File: src/rtl/atm_ledger_arbiter.sv
// Two-port arbitrated ledger: one transaction at a time runs IDLE -> EXEC -> RESP
// against a bank of N_ACCT 32-bit balances; round-robin grant on ties.
module atm_ledger_arbiter #(
    parameter int          N_ACCT   = 4,
    parameter int          ACCT_W   = 2,
    parameter logic [31:0] INIT_BAL = 32'h000186A0
) (
    input  logic              clk,
    input  logic              reset,
    input  logic              req0_valid,
    output logic              req0_ready,
    input  logic [1:0]        req0_op,
    input  logic [ACCT_W-1:0] req0_acct,
    input  logic [ACCT_W-1:0] req0_dst,
    input  logic [31:0]       req0_amount,
    input  logic              req1_valid,
    output logic              req1_ready,
    input  logic [1:0]        req1_op,
    input  logic [ACCT_W-1:0] req1_acct,
    input  logic [ACCT_W-1:0] req1_dst,
    input  logic [31:0]       req1_amount,
    output logic              rsp_valid,
    input  logic              rsp_ready,
    output logic              rsp_id,
    output logic [1:0]        rsp_status,
    output logic [31:0]       rsp_balance,
    output logic [15:0]       txn_count,
    output logic [1:0]        dbg_state
);

    // Handshakes: a transfer happens on a rising edge where valid && ready are both 1;
    // valid never waits on ready, and rsp fields are held until rsp_ready is seen.

    typedef enum logic [1:0] {IDLE = 2'd0, EXEC = 2'd1, RESP = 2'd2} state_t;

    localparam logic [1:0] OP_BAL  = 2'b00;
    localparam logic [1:0] OP_DEP  = 2'b01;
    localparam logic [1:0] OP_WDR  = 2'b10;
    localparam logic [1:0] ST_OK   = 2'b00;
    localparam logic [1:0] ST_NSF  = 2'b01;
    localparam logic [1:0] ST_OVF  = 2'b10;
    localparam logic [1:0] ST_BAD  = 2'b11;

    state_t              state_q;
    logic                last_q;
    logic [1:0]          op_q;
    logic [ACCT_W-1:0]   acct_q;
    logic [ACCT_W-1:0]   dst_q;
    logic [31:0]         amt_q;
    logic                id_q;
    logic [31:0]         bal_q [N_ACCT];
    logic                rsp_valid_q;
    logic                rsp_id_q;
    logic [1:0]          rsp_status_q;
    logic [31:0]         rsp_balance_q;
    logic [15:0]         txn_count_q;

    logic                grant0;
    logic                grant1;
    logic [31:0]         src_bal;
    logic [31:0]         dst_bal;
    logic [32:0]         src_sum;
    logic [32:0]         dst_sum;
    logic [1:0]          status_d;
    logic                wr_src_d;
    logic                wr_dst_d;
    logic [31:0]         src_new_d;
    logic [31:0]         dst_new_d;

    // On a tie the port that was not served last wins; last_q resets to 1 so port 0 goes first.
    assign grant0 = req0_valid & (~req1_valid | last_q);
    assign grant1 = req1_valid & (~req0_valid | ~last_q);

    assign req0_ready  = (state_q == IDLE) & grant0;
    assign req1_ready  = (state_q == IDLE) & grant1;
    assign rsp_valid   = rsp_valid_q;
    assign rsp_id      = rsp_id_q;
    assign rsp_status  = rsp_status_q;
    assign rsp_balance = rsp_balance_q;
    assign txn_count   = txn_count_q;
    assign dbg_state   = state_q;

    assign src_bal = bal_q[acct_q];
    assign dst_bal = bal_q[dst_q];
    assign src_sum = {1'b0, src_bal} + {1'b0, amt_q};
    assign dst_sum = {1'b0, dst_bal} + {1'b0, amt_q};

    // Transfer checks run in order: same account, then funds, then credit overflow.
    always_comb begin
        status_d  = ST_OK;
        wr_src_d  = 1'b0;
        wr_dst_d  = 1'b0;
        src_new_d = src_bal;
        dst_new_d = dst_bal;
        case (op_q)
            OP_BAL: ;
            OP_DEP: begin
                if (src_sum[32]) begin
                    status_d = ST_OVF;
                end else begin
                    wr_src_d  = 1'b1;
                    src_new_d = src_sum[31:0];
                end
            end
            OP_WDR: begin
                if (amt_q > src_bal) begin
                    status_d = ST_NSF;
                end else begin
                    wr_src_d  = 1'b1;
                    src_new_d = src_bal - amt_q;
                end
            end
            default: begin
                if (dst_q == acct_q) begin
                    status_d = ST_BAD;
                end else if (amt_q > src_bal) begin
                    status_d = ST_NSF;
                end else if (dst_sum[32]) begin
                    status_d = ST_OVF;
                end else begin
                    wr_src_d  = 1'b1;
                    wr_dst_d  = 1'b1;
                    src_new_d = src_bal - amt_q;
                    dst_new_d = dst_sum[31:0];
                end
            end
        endcase
    end

    always_ff @(posedge clk) begin
        if (reset) begin
            state_q       <= IDLE;
            last_q        <= 1'b1;
            op_q          <= 2'b00;
            acct_q        <= '0;
            dst_q         <= '0;
            amt_q         <= 32'd0;
            id_q          <= 1'b0;
            rsp_valid_q   <= 1'b0;
            rsp_id_q      <= 1'b0;
            rsp_status_q  <= ST_OK;
            rsp_balance_q <= 32'd0;
            txn_count_q   <= 16'd0;
            for (int i = 0; i < N_ACCT; i++) begin
                bal_q[i] <= INIT_BAL;
            end
        end else begin
            case (state_q)
                IDLE: begin
                    if (grant0 || grant1) begin
                        op_q    <= grant1 ? req1_op     : req0_op;
                        acct_q  <= grant1 ? req1_acct   : req0_acct;
                        dst_q   <= grant1 ? req1_dst    : req0_dst;
                        amt_q   <= grant1 ? req1_amount : req0_amount;
                        id_q    <= grant1;
                        last_q  <= grant1;
                        state_q <= EXEC;
                    end
                end
                EXEC: begin
                    if (wr_src_d) bal_q[acct_q] <= src_new_d;
                    if (wr_dst_d) bal_q[dst_q]  <= dst_new_d;
                    if (status_d == ST_OK) txn_count_q <= txn_count_q + 16'd1;
                    rsp_valid_q   <= 1'b1;
                    rsp_id_q      <= id_q;
                    rsp_status_q  <= status_d;
                    rsp_balance_q <= src_new_d;
                    state_q       <= RESP;
                end
                RESP: begin
                    if (rsp_ready) begin
                        rsp_valid_q <= 1'b0;
                        state_q     <= IDLE;
                    end
                end
                default: state_q <= IDLE;
            endcase
        end
    end

endmodule

File: config.mk
export PLATFORM = sky130hd
export DESIGN_NAME = atm_ledger_arbiter
export DESIGN_NICKNAME = d
export VERILOG_FILES = /design/src/rtl/atm_ledger_arbiter.sv
export SDC_FILE = /design/constraint.sdc
export NUM_CORES = 1
export LEC_CHECK = 0
export BUFFER_PORTS_ARGS = -buffer_cell sky130_fd_sc_hd__buf_2
export CORE_MARGIN = 1
export CORE_UTILIZATION = 56
export CTS_CLUSTER_DIAMETER = 30
export CTS_CLUSTER_SIZE = 8
export DETAILED_ROUTE_END_ITERATION = 10
export HOLD_SLACK_MARGIN = 0.15
export MAX_ROUTING_LAYER = met4
export PLACE_DENSITY = 0.75
export SYNTH_ARGS = -nofsm -noshare
export SYNTH_HDL_FRONTEND = slang
export SYNTH_SLANG_ARGS = --single-unit
File: constraint.sdc
create_clock -name clk -period 5.05 [get_ports clk]
set_input_delay 1.01 -clock clk [delete_from_list [all_inputs] [get_ports clk]]
set_output_delay 1.01 -clock clk [all_outputs]
set_load 0.01 [all_outputs]
Word-level counts from Yosys, hierarchy flattened
Memories as Yosys holds them, arrays and structs flattened. A register that Yosys moved wholly into a read port is not among the register bits.
Cells that the tools add are included.
{"block": "op_classes", "add_sub_neg": 4, "order_cmp": 1, "eq_ne": 7, "n_mux": 52, "bitwise": 9, "reduce_logical": 12}
{"cell": "32-bit 2-to-1 mux", "n": 12}
{"cell": "32-bit case mux with 3 select lines", "n": 1}
{"cell": "32-bit by 32-bit adder with 33-bit output", "n": 2}
{"cell": "32-bit OR reduction", "n": 2}
{"cell": "32-bit > comparator", "n": 1}
{"cell": "32-bit subtractor", "n": 1}
{"cell": "2-bit 2-to-1 mux", "n": 15}
{"cell": "1-bit 2-to-1 mux", "n": 20}
{"cell": "16-bit by 1-bit adder with 16-bit output (second input constant)", "n": 1}
{"cell": "2-bit case mux with 3 select lines", "n": 2}
{"cell": "2-bit AND reduction", "n": 4}
{"cell": "2-bit zero test", "n": 3}
{"cell": "1-bit AND", "n": 4}
{"cell": "2-bit by 1-bit == test with 1-bit output (second input constant)", "n": 2}
{"cell": "2-bit == test (second input constant)", "n": 2}
{"cell": "1-bit inverter", "n": 3}
{"cell": "1-bit case mux with 3 select lines", "n": 1}
{"cell": "3-bit OR reduction", "n": 1}
{"cell": "2-bit == test", "n": 1}
{"cell": "2-bit by 1-bit inequality test with 1-bit output (second input constant)", "n": 1}
{"cell": "2-bit inequality test (second input constant)", "n": 1}
{"cell": "1-bit OR", "n": 2}
{"cell": "1-bit case mux with 2 select lines", "n": 1}
{"cell": "2-bit nonzero test", "n": 1}
{"cell": "1-bit logical OR", "n": 1}
{"block": "totals", "register_bits": 94, "ram_bits": 128, "wordCells": 98, "n_memories": 1}
{"name": "bal_q", "words": 4, "word_bits": 32, "rd": 2, "rd_ports_with_merged_regs": 2, "write_ports": 4, "line_no": "51", "source": "logic [31:0] bal_q [N_ACCT];"}

Depth between registers and ports, before layout
{"block": "depth", "ltp_word": 11, "depth_mapped": 19, "depth_no_buf": 14}

Worst setup path after synthesis
Ideal clock, no wire load.
{"block": "synth_path", "path_kind": "reg-to-reg", "from": "register (tool-made name)", "to": "memory bal_q[2][0], enable pin", "arrival_time_ns": 5.122, "required_ns": 4.660, "slack_ns": -0.462, "stages_incl_launch_ff": 17, "path_buffers": 5, "synth_period_minus_slack_ns": 5.512, "cell_sequence": "dfxtp_1 clkbuf_1 buf_1 buf_2 mux4_2 ha_1 buf_2 nand2_1 a2111oi_4 o2111ai_1 a21o_1 a211o_2 nor2_4 a21oi_2 buf_4 nor2_1 or3_1"}
{"item": "end: declaration", "line_no": "51"}

==> reports/qor.txt <==
Worst hold path type: reg2reg
Yosys warnings: 0
Vias per cell: 6.926
Dpl cells: 2,194
Area leader, netlist: edfxtp_1
Die area: 30,210 µm²
Crit path buf inv count: 2
Hold Path Origin: id_q$_SDFFE_PP0P_
Clock root buffer: clkbuf_16
Count leader, synth: nor2_1
Initial Util: 57.29%
Post-CTS Setup Repair Bufs: 0
Total wire length: 60,920 µm
Reg2Reg Depth: 14
Clock sink count: 226
CP endpoint kind: flop
IO Port Bufs: 136
FF-to-FF End: bal_q[2][3]$_DFFE_PP_
Area delta synth->final: 19.03%
Die width: 173.8 µm
Leakage power: 7.754 nW
Mapped Cells: 1,701
Fmax: 0.2019 GHz
P per Cell Area: 430.5 nW/µm²
Family with the most delay on the worst path: compound AO/OA/AOI/OAI gates
Max cap viols: 0
Hold EP: rsp_id$_SDFFE_PP0P_
I/O pin count: 137
DR WL/cell: 26.62 µm
Worst vdd ir: 384.1 µV
# resized after CTS: 0
Worst EP required: 5.34 ns
Post-Synth Simple-Gate Area: 12.48%
Number of non-filler instances in the completed layout: 2,289
Area after DPL: 17,940 µm²
Worst Setup Start Kind: flop
Wire length of the first global-routing pass: 91,050 µm
H-Tree Depth: 2
Hold Violations, Final: 0
Vias after detailed routing: 15,854
Worst-path clk slew: 0.05 ns
Share of post-route cells with drive strength above 1: 22.47%
Clock Path Buffers: 3
Critical Path Most Common Cell: a21oi_1
Row count: 62
DRT Pass-1 Iters: 6
Cts hold-fix bufs: 0
Yosys top cell area share: 23.25%
Nets@finish: 2,044
Initial antenna violation count: 0
Antenna viol nets, final: 0
Flop2flop setup slack: 0.1 ns
Final total power: 8.471 mW
Synth cell types: 99
Crit path kind: reg2reg
Async SR Flop Fraction: 0%
RSZ-0062 raised after global routing: no
CTS buffer count: 51
Mux share of post-synthesis cell area: 11.81%
Largest net degree at the start of global routing: 58
Largest family of logic cells by synthesized area: compound AO/OA/AOI/OAI gates
Vias in the first global route: 15,107
Tmin final: 4.953 ns
Skew final: 0.02534 ns
Post-route cell area: 19,680 µm²
Gr ovfl total: 0
Post-synthesis sequential area ratio: 35.12%
Synth Cell Area: 16,530 µm²
Worst Hold Depth: 2
Final setup fails: 0
Crit path largest cell delay: 0.62 ns
Syn avg cell area: 9.719 µm²
XOR/XNOR share of the synthesized area: 2.384%
CTS tree: built
#FFs+latches synth: 226
CORE AREA: 28,860 µm²
Antenna Cells: 0
Slew Limit Fails: 0
Synth top cells by count: nor2_1 (185), edfxtp_1 (128), a21oi_1 (125), dfxtp_1 (98), ha_1 (97)
Die H: 173.8 µm
Total track usage: 40.98%
Slowest cell on the critical path: mux4_2
Worst-Margin Slew: 0.7813 ns
First DRT Iteration DRCs: 2,262
CP Data Arrival Time: 5.24 ns
DRC: 0
Compound-cell area share of the yosys netlist: 25.75%
Post-synth EDFFs: 128
Worst path cell trace: buf_12 > mux4_2 > ha_1 > a21oi_1 > o21ai_0 > a211oi_1 > nor3b_1 > a21oi_1 > nand3_1 > nor2_2 > buf_4 > a22o_1 > a211oi_2 > o22ai_1
Max Fanout on Critical Path: 22
Status: finished clean
Synth Area in Adders: 7.705%
Final core utilization: 68.19%
Period utilization: 98.08%
Slew margin rel.: 47.90%
Post-synthesis net count: 1,882
Routability congestion estimate: 0.9854
Synth Flop Type: edfxtp_1
Top cells by area, synth: edfxtp_1 (23%), dfxtp_1 (12%), mux4_2 (8.7%)
Setup TNS: 0 ns
Clk_lat worst skew: 0.58 ns
Detailed Place HPWL: 43,400 µm
## layout make-up
class / instances / area (µm²)
timing repair buffer: 221 / 1409
sequential: 226 / 5808
fill: 2235 / 9179
tap: 384 / 480.5
inverter: 72 / 270.3
multi-input combinational: 1291 / 9992
clock inverter: 29 / 355.3
clock buffer: 66 / 1364
## cells in the final DEF (no fill, tap or decap), drive strengths merged, types with 7 or more instances in the layout
cell     synthesis  routed
a22o             7       7
a221o           16      16
a211o            7       7
buf             54     221
a21o            43      43
edfxtp         128     128
inv             72      74
clkinv           0      15
nand2b          20      20
or3             10      10
ha              97      97
nand3           29      29
a211oi          80      80
clkbuf          58      66
nor2           187     187
mux4            64      64
a22oi           27      27
o21bai          14      14
o22ai           95      95
xnor2           30      30
o21a            12      12
and3            19      19
mux2i           51      51
o2bb2ai         14      14
or2              8       8
xor2            15      15
o21ai           61      61
nand4           12      12
dfxtp           98      98
a31oi           11      11
nor4             9       9
o221ai          10      10
nor3            19      19
o211ai           9       9
a21oi          129     129
o31ai            9       9
nor2b           13      13
nand2           78      78
a221oi           7       7
## where the power goes
part / leakage [nW] / internal, mW / switching, mW / total, mW
Sequential: 2.05 / 2.07 / 0.133 / 2.21
Combinational: 4.88 / 1.05 / 1.88 / 2.93
Clock: 0.823 / 2.21 / 1.12 / 3.33
## worst max path at each step
stage	from	endpoint	slack (ns)	depth (start not counted)
detailed placement	flop	bal_q[2][30]$_DFFE_PP_	0.16	14
finish	flop	bal_q[2][3]$_DFFE_PP_	0.1	14
floorplan	flop	bal_q[3][0]$_DFFE_PP_	0.02	15
global route	flop	bal_q[1][7]$_DFFE_PP_	0.007	14
global placement	flop	bal_q[2][23]$_DFFE_PP_	0.24	14
CTS	flop	bal_q[2][30]$_DFFE_PP_	0.13	14
## layer usage
metal	vias up	GRT usage, %	share of wire, %
met5	-	-	0
met4	0	12.32	3.0
met3	177	12.76	15
met2	1149	58.25	43
met1	7568	55.73	40
li1	6960	-	-
## flip-flops by register name (all words and copies together) (netlist names), named ones only
| name | flops |
|---|---|
| rsp_id | 1 |
| op_q | 2 |
| last_q | 1 |
| bal_q | 128 |
| rsp_status | 2 |
| amt_q | 32 |
| rsp_valid | 1 |
| rsp_balance | 32 |
| dst_q | 2 |
| id_q | 1 |
| dbg_state | 2 |
| txn_count | 16 |
| acct_q | 2 |
## through the flow
step | worst slack [ns] | hold slack [ns]
after floorplan | 0.01561 | 0.4323
after global placement | 0.2390 | 0.4454
after detailed placement | 0.1597 | 0.4417
after CTS | 0.1338 | 0.4566
after global routing | 0.007081 | 0.4777
final | 0.09701 | 0.4590
## worst min-delay path, cell delays in order, from the launching register on
cell	delay [ns]
dfxtp_1	0.30
nand2_1	0.05
a21oi_1	0.05
## logic make-up (layout without fill, tap and decap cells)
group / Yosys count / count (layout)
xor gates and xnor gates: 45 / 45
AOI/OAI and AO/OA: 602 / 602
adders and majority gates: 100 / 100
buffers and inverters: 184 / 388
DFF: 226 / 226
and+or+nand+nor: 429 / 429
muxes: 115 / 115
Power figures use the tool's default switching activity.
